## src/rtl/core_pkg.sv

```systemverilog
// core_pkg: core-wide widths and the shared types of the fetch/decode
// boundary.
//   FETCH_WIDTH    instructions per fetch bundle
//   XLEN           PC / instruction width
//   fetch_bundle_t one bundle: per-slot valid mask, PCs, instruction words
//   dbq_state_e    decode bundle queue control state
package core_pkg;

  localparam int FETCH_WIDTH = 2;
  localparam int XLEN        = 32;

  typedef struct packed {
    logic [FETCH_WIDTH-1:0]           valid;
    logic [FETCH_WIDTH-1:0][XLEN-1:0] pc;
    logic [FETCH_WIDTH-1:0][XLEN-1:0] instr;
  } fetch_bundle_t;

  typedef enum logic {
    DBQ_RUN        = 1'b0,
    DBQ_FLUSH_HOLD = 1'b1
  } dbq_state_e;

endpackage

```

## src/rtl/dbq_storage.sv

```systemverilog
// dbq_storage: DEPTH-entry bundle register array. It has one write port at
// the tail and one asynchronous read port at the head. It holds no control
// state. The contents have no reset, because the queue's count and pointers
// decide which entries are live.
//   clk    rising-edge clock
//   we     write enable
//   waddr  write index (tail)
//   wdata  bundle to store
//   raddr  read index (head)
//   rdata  bundle at raddr
module dbq_storage
  import core_pkg::*;
#(
  parameter int DEPTH = 4,
  localparam int PW = $clog2(DEPTH)
) (
  input  logic          clk,
  input  logic          we,
  input  logic [PW-1:0] waddr,
  input  fetch_bundle_t wdata,
  input  logic [PW-1:0] raddr,
  output fetch_bundle_t rdata
);

  fetch_bundle_t mem [DEPTH];

  always_ff @(posedge clk) begin
    if (we) mem[waddr] <= wdata;
  end

  assign rdata = mem[raddr];

endmodule

```

## src/rtl/decode_bundle_queue.sv

```systemverilog
// decode_bundle_queue: bundle FIFO between fetch and decode/rename. It holds
// up to DEPTH bundles and presents the oldest one to decode. On flush it drops
// everything, then holds off fetch for one extra cycle.
//   clk, reset        rising-edge clock, synchronous active-low reset
//   f_valid/pc/instr  incoming fetch bundle (per-slot)
//   fetch_stall_req   queue will not accept a bundle this cycle
//   flush             discard queued and incoming bundles
//   rename_ready      decode consumes the head bundle this cycle
//   d_valid/pc/instr  head bundle. Invalid slots read as 0.
//   q_count           bundles currently held
//   state             control state, exposed for observation
//
// Handshake: fetch offers a bundle by raising any f_valid bit. The bundle is
// taken at the edge only when fetch_stall_req is low in that cycle. A bundle
// with an all-zero mask is never stored. Decode takes the head at the edge
// when d_valid is non-zero and rename_ready is high. fetch_stall_req is built
// from registered state and flush only, so it never depends on rename_ready.
// For that reason a full queue refuses a bundle even when it pops in the same
// cycle.
module decode_bundle_queue
  import core_pkg::*;
#(
  parameter int DEPTH = 4
) (
  input  logic                             clk,
  input  logic                             reset,
  input  logic [FETCH_WIDTH-1:0]           f_valid,
  input  logic [FETCH_WIDTH-1:0][XLEN-1:0] f_pc,
  input  logic [FETCH_WIDTH-1:0][XLEN-1:0] f_instr,
  output logic                             fetch_stall_req,
  input  logic                             flush,
  input  logic                             rename_ready,
  output logic [FETCH_WIDTH-1:0]           d_valid,
  output logic [FETCH_WIDTH-1:0][XLEN-1:0] d_pc,
  output logic [FETCH_WIDTH-1:0][XLEN-1:0] d_instr,
  output logic [$clog2(DEPTH):0]           q_count,
  output dbq_state_e                       state
);

  localparam int PW = $clog2(DEPTH);
  localparam int CW = PW + 1;
  localparam logic [CW-1:0] FULL = CW'(DEPTH);

  dbq_state_e    state_q, next_state;
  logic [CW-1:0] count_q;
  logic [PW-1:0] head_q, tail_q;
  logic          run, full, enq, deq;
  fetch_bundle_t wr_bundle, head_bundle;

  assign run  = (state_q == DBQ_RUN) && !flush;
  assign full = (count_q == FULL);
  assign enq  = run && (|f_valid) && !full;
  assign deq  = run && (count_q != '0) && rename_ready;

  assign fetch_stall_req = full || (state_q == DBQ_FLUSH_HOLD) || flush;
  assign q_count         = count_q;
  assign state           = state_q;

  // A flush in any state re-arms the one-cycle hold.
  always_comb begin
    next_state = state_q;
    if (flush) next_state = DBQ_FLUSH_HOLD;
    else if (state_q == DBQ_FLUSH_HOLD) next_state = DBQ_RUN;
  end

  always_ff @(posedge clk) begin
    if (!reset) begin
      state_q <= DBQ_RUN;
      count_q <= '0;
      head_q  <= '0;
      tail_q  <= '0;
    end else begin
      state_q <= next_state;
      if (flush) begin
        count_q <= '0;
        head_q  <= '0;
        tail_q  <= '0;
      end else begin
        if (enq) tail_q <= tail_q + PW'(1);
        if (deq) head_q <= head_q + PW'(1);
        case ({enq, deq})
          2'b10:   count_q <= count_q + CW'(1);
          2'b01:   count_q <= count_q - CW'(1);
          default: count_q <= count_q;
        endcase
      end
    end
  end

  assign wr_bundle.valid = f_valid;
  assign wr_bundle.pc    = f_pc;
  assign wr_bundle.instr = f_instr;

  dbq_storage #(.DEPTH(DEPTH)) u_storage (
    .clk   (clk),
    .we    (enq),
    .waddr (tail_q),
    .wdata (wr_bundle),
    .raddr (head_q),
    .rdata (head_bundle)
  );

  // Each slot's PC and instruction pass through only when that slot is valid.
  // Holes and stale storage therefore read as 0.
  always_comb begin
    d_valid = '0;
    d_pc    = '0;
    d_instr = '0;
    if (run && (count_q != '0)) begin
      for (int i = 0; i < FETCH_WIDTH; i++) begin
        if (head_bundle.valid[i]) begin
          d_valid[i] = 1'b1;
          d_pc[i]    = head_bundle.pc[i];
          d_instr[i] = head_bundle.instr[i];
        end
      end
    end
  end

endmodule

```

## config.mk

```make
export PLATFORM = sky130hd
export DESIGN_NAME = decode_bundle_queue
export DESIGN_NICKNAME = d
export VERILOG_FILES = /design/src/rtl/core_pkg.sv /design/src/rtl/dbq_storage.sv /design/src/rtl/decode_bundle_queue.sv
export SDC_FILE = /design/constraint.sdc
export NUM_CORES = 1
export LEC_CHECK = 0
export CAP_MARGIN = 10
export CORE_MARGIN = 10
export CORE_UTILIZATION = 45
export DETAILED_ROUTE_END_ITERATION = 10
export PLACE_DENSITY = 0.71
export SLEW_MARGIN = 20
export SYNTH_ARGS = -nofsm -noshare
export SYNTH_HDL_FRONTEND = slang
export SYNTH_SLANG_ARGS = --single-unit
```

## constraint.sdc

```tcl
create_clock -name clk -period 10.6 [get_ports clk]
set_clock_uncertainty 0.05 [all_clocks]
set_input_delay 2.12 -clock clk [delete_from_list [all_inputs] [get_ports clk]]
set_output_delay 2.12 -clock clk [all_outputs]
set_load 0.01 [all_outputs]
```

# [After elaboration in Yosys (flattened, before gate mapping)]
# Memories as Yosys holds them, arrays and structs flattened. A register that Yosys moved wholly into a read port is not among the register bits.
# Index checks and enable logic that the tools add are counted.
[classes] n_mux=15 addsub=4 bitwise_logic=2 n_reduce_logical=13 n_eq_ne=3
[ops] operator="32-bit 2-to-1 mux" n=4
[ops] operator="64-bit 2-to-1 mux" n=2
[ops] operator="2-bit 2-to-1 mux" n=3
[ops] operator="3-bit one-hot mux with 2 select lines" n=1
[ops] operator="1-bit logical AND" n=5
[ops] operator="1-bit 2-to-1 mux" n=5
[ops] operator="2-bit by 1-bit adder with 2-bit output, second input constant" n=2
[ops] operator="2-bit OR reduction" n=2
[ops] operator="3-bit by 1-bit adder with 3-bit output, second input constant" n=1
[ops] operator="3-bit == test, second input constant" n=1
[ops] operator="3-bit nonzero test" n=1
[ops] operator="3-bit by 1-bit subtractor with 3-bit output, second input constant" n=1
[ops] operator="2-bit by 1-bit == test with 1-bit output, second input constant" n=1
[ops] operator="2-bit == test, second input constant" n=1
[ops] operator="1-bit logical NOT" n=2
[ops] operator="1-bit logical OR" n=2
[ops] operator="1-bit inverter" n=2
[ops] operator="2-bit nonzero test" n=1
[totals] input_bits=134 mem_count=1 word_cells=42 output_inout_bits=135 register_bits=8 ramBits=520
[memory_table] name="u_storage.mem" depth=4 word_bits=130 read_ports=1 rd_clocked_by_memory_dff=1 wr=1 line="dbq_storage.sv:25" source="fetch_bundle_t mem [DEPTH];"

# [Longest topological paths before layout]
[depth] ltp_word=6 depth_mapped=10 ltp_nobuf=9

# [Modules after synthesis]
# Synthesis repeated with hierarchy kept, for this count alone.
[hier_totals] cells_unflattened=875 hier_area_um2=20223.1
[by_module_without_submodules] module="dbq_storage" seq_area_each_um2=15615.0 area_per_inst_um2=18893.1 cells_per_inst=683 instances=1
[by_module_without_submodules] module="decode_bundle_queue" seq_area_each_um2=160.2 area_per_inst_um2=1330.0 cells_per_inst=192 instances=1

# [Worst setup path after synthesis]
# OpenSTA, ideal clock, no wires.
[synth_timing] path_type="input to register" startpoint="input flush" endpoint="memory u_storage.mem[0][0] (netlist name) (enable)" t_required_ns=10.045 n_path_buf=1 slack_ns=4.249 setup_ns=0.505 cell_stages=4 arrival_time_ns=5.796 path_cell_list="or2_1 -> clkbuf_1 -> nor3_2 -> and2_1"
[synth_between] elab_chain_len=6
[synth_lines] item="start: declaration" line="decode_bundle_queue.sv:31" source="input logic flush,"
[synth_lines] item="1-bit logical NOT" line="decode_bundle_queue.sv:50" source="assign run = (state_q == DBQ_RUN) && !flush;"
[synth_lines] item="1-bit logical AND" line="decode_bundle_queue.sv:50"
[synth_lines] item="1-bit logical AND (2 in a row)" line="decode_bundle_queue.sv:52" source="assign enq = run && (|f_valid) && !full;"
[synth_lines] item="1-bit 2-to-1 mux" line="dbq_storage.sv:28" source="if (we) mem[waddr] <= wdata;"
[synth_lines] item="1-bit 2-to-1 mux (not written as such)" line="dbq_storage.sv:28"
[synth_lines] item="end: declaration" line="dbq_storage.sv:25"
# No other way between the ends.

==> impl_metrics.toml <==
[synth]
ys.warnings.count = 0
syn_nets = 1030
synth_cells = 890
synth_top_area_cell = "edfxtp_1"
synth_area_leaders = "edfxtp_1 (77%), mux4_2 (14%), nor2b_1 (4.0%)"
async_flop_share = 0
synth_most_common_cell = "edfxtp_1"
synth_compound_area_frac = 0.00284
synth_area_um2 = 20300
synth_seq_cells = 530
synth_top_area_share = 0.771
avgSynthCellArea_um2 = 22.8
synth_mux_area_frac = 0.145
synth-xor-area-share = 0.000865
synth-main-ff-cell = "edfxtp_1"
synth_cell_types = 30
synth-adder-area-share = 0.00408
synth-edff-count = 520
synth-simple-area-share = 0.0476
synth.yosys.seq_area_share = 0.781
synth_top_family_by_area = "multiplexers"
netlist_top_cells_count = "edfxtp_1 (520), mux4_2 (130), nor2b_1 (128)"

[placement]
io_buffer_count = 268
placed_area_um2 = 23500
dp_hpwl_um = 25200
place_congestion = 0.726

[pwr]
p_leak_uw = 0.00772
power-per-cell-area_nw_per_um2 = 173
vdd_drop_max_mv = 0.121

[clocking]
htree_levels = 2
holdBufCountCts = 0
clock-sinks = 530
cts.path.max_buffers = 3
cts_tree = "built"
cts_buffers = 53
path_clk_slew_ps = 60
cts_resized = 0
postCtsSetupBuffers = 0
root_buffer = "clkbuf_16"
clk_latency_ps = 580

[grt]
grt_overflow = 0
grt_use_total = 0.152
grt_pass1_vias = 10100
antenna_found_initial = 4
grt_pass1_wl_um = 62600
grt_max_degree = 66

[setup_path]
worstSetupStartpoint = "flush"
endpoint_kind = "output pin"
critPathMostFrequentCell = "clkdlybuf4s50_1"
crit_chain = "clkdlybuf4s50_1 -> nor2_1 -> nand3_4 -> nor2b_1 -> clkdlybuf4s50_1"
arrival_ps = 4940
start_kind = "primary input"
worstReg2RegEnd = "u_storage.mem[2][5]$_DFFE_PP_"
cp_num_cells = 5
reg2reg_depth = 4
slowest_delay_ps = 740
path_buf_inv = 2
r2r_slack_ps = 7740
cp_top_family = "simple AND/OR/NAND/NOR gates"
crit_slowest_cell = "nand3_4"
crit_end = "d_instr[55]"
path_max_fanout = 65
r2r-start = "state$_SDFF_PN0_"
critical_path_class = "in2out"
worst_ep_required_time_ps = 8430

[detailed_routing]
first_pass_iters = 5
wl_per_cell_um = 22.9
drt-total-wl_um = 41600
vias = 9549
detail_route.vias_per_cell = 5.25
drt_iter0_drc = 738
drc_errors = 0
antenna_left = 0

[timing]
drv_slew = 0
setup_violations = 0
post-route-period-util = 0.671
finalHoldViolations = 0
rsz0062_at_grt = "no"
timing.fmax_ghz = 0.141
fin_tns_setup_ps = 0
worst_pin_slew_ps = 986
layout_min_cycle_time_ps = 7110
slew_headroom = 0.343

[flow_run]
maxCapViolCount = 0

[layout]
drive_gt1_frac = 0.190
stdcell_area_um2 = 25200
area_delta_synth_final_pct = 24.6
finalNetCount = 1321

[floorplanning]
die_h_um = 232
coreArea_um2 = 44300
ios = 269
die-area_um2 = 53900
start_util = 0.457
rows = 77
die_w_um = 232

[outcome]
outcome = "complete, no violations"

[hold_path]
hold_class = "reg2reg"
==> report_power, final <==
| part | internal, uW | total [uW] | switching (uW) |
|---|---|---|---|
| combinational | 92.2 | 167 | 74.6 |
| clock | 1110 | 1850 | 743 |
| sequential | 2340 | 2350 | 8.76 |
| total | 3550 | 4370 | 826 |
==> worst min-delay path: stages (launching register included) <==
cell and delay [ps]:
dfxtp_1 300, o31ai_1 60, a21oi_1 70
==> registers in the layout, indices dropped and copies added, names as in the netlist, named ones only <==
register       cells
head_q             2
q_count            3
state              1
tail_q             2
u_storage.mem    520
==> layer usage <==
metal  vias to the layer above  track usage  part of all wire  routed length (um)
li1                       4224            -                 -                   -
met1                      4974        0.204              0.42               17600
met2                       278        0.243              0.49               20500
met3                        67       0.0369             0.061                2530
met4                         6       0.0476             0.021                 867
met5                         -            0            0.0012                  48
==> worst min-delay path by stage <==
stage          depth (start not counted)    to              startpoint  slack (ps)
6_report                               2  flop  head_q[1]$_SDFFE_PP0P_         430
5_1_grt                                2  flop  head_q[1]$_SDFFE_PP0P_         450
4_1_cts                                2  flop  head_q[1]$_SDFFE_PP0P_         430
3_3_place_gp                           2  flop  head_q[1]$_SDFFE_PP0P_         410
3_5_place_dp                           2  flop  head_q[1]$_SDFFE_PP0P_         420
2_1_floorplan                          2  flop  head_q[1]$_SDFFE_PP0P_         400
==> cell families (layout without fill, tap and decap cells) <==
group | count (synthesis) | count (layout)
buffers and inverters | 54 | 387
DFF | 530 | 530
adders and majority gates | 6 | 6
and+or+nand+nor | 157 | 157
xor gates and xnor gates | 2 | 2
muxes | 131 | 131
AOI/OAI and AO/OA | 10 | 10
other | 0 | 3
==> stage by stage <==
step	total power [uW]	utilization	std cells	hold slack (ps)	setup WS, ps
CTS	4420	0.569	1815	431	3450
global route	4520	0.569	1816	455	3280
global placement	2560	0.530	1718	410	3480
floorplan	2470	-	890	403	4250
finish	4370	0.570	1818	431	3490
detailed placement	2570	0.530	1718	421	3430
==> area by class of cell <==
cell class / count / area (um2)
Inverter: 9 / 33.8
Sequential cell: 530 / 15800
Tap cell: 592 / 741
Multi-Input combinational cell: 306 / 4100
Timing Repair Buffer: 281 / 2780
Clock buffer: 70 / 1500
Antenna cell: 3 / 7.51
Clock inverter: 27 / 264
Fill cell: 3300 / 19100
==> cell usage in the layout (no fill, tap or decap), types with 9 or more instances in the layout <==
cell type / count
mux4_2: 130
clkdlybuf4s50_1: 268
clkbuf_16: 57
buf_4: 13
inv_1: 9
edfxtp_1: 520
nor2b_1: 128
clkbuf_1: 11
clkinv_1: 9
(Power assumes the default switching activity.)
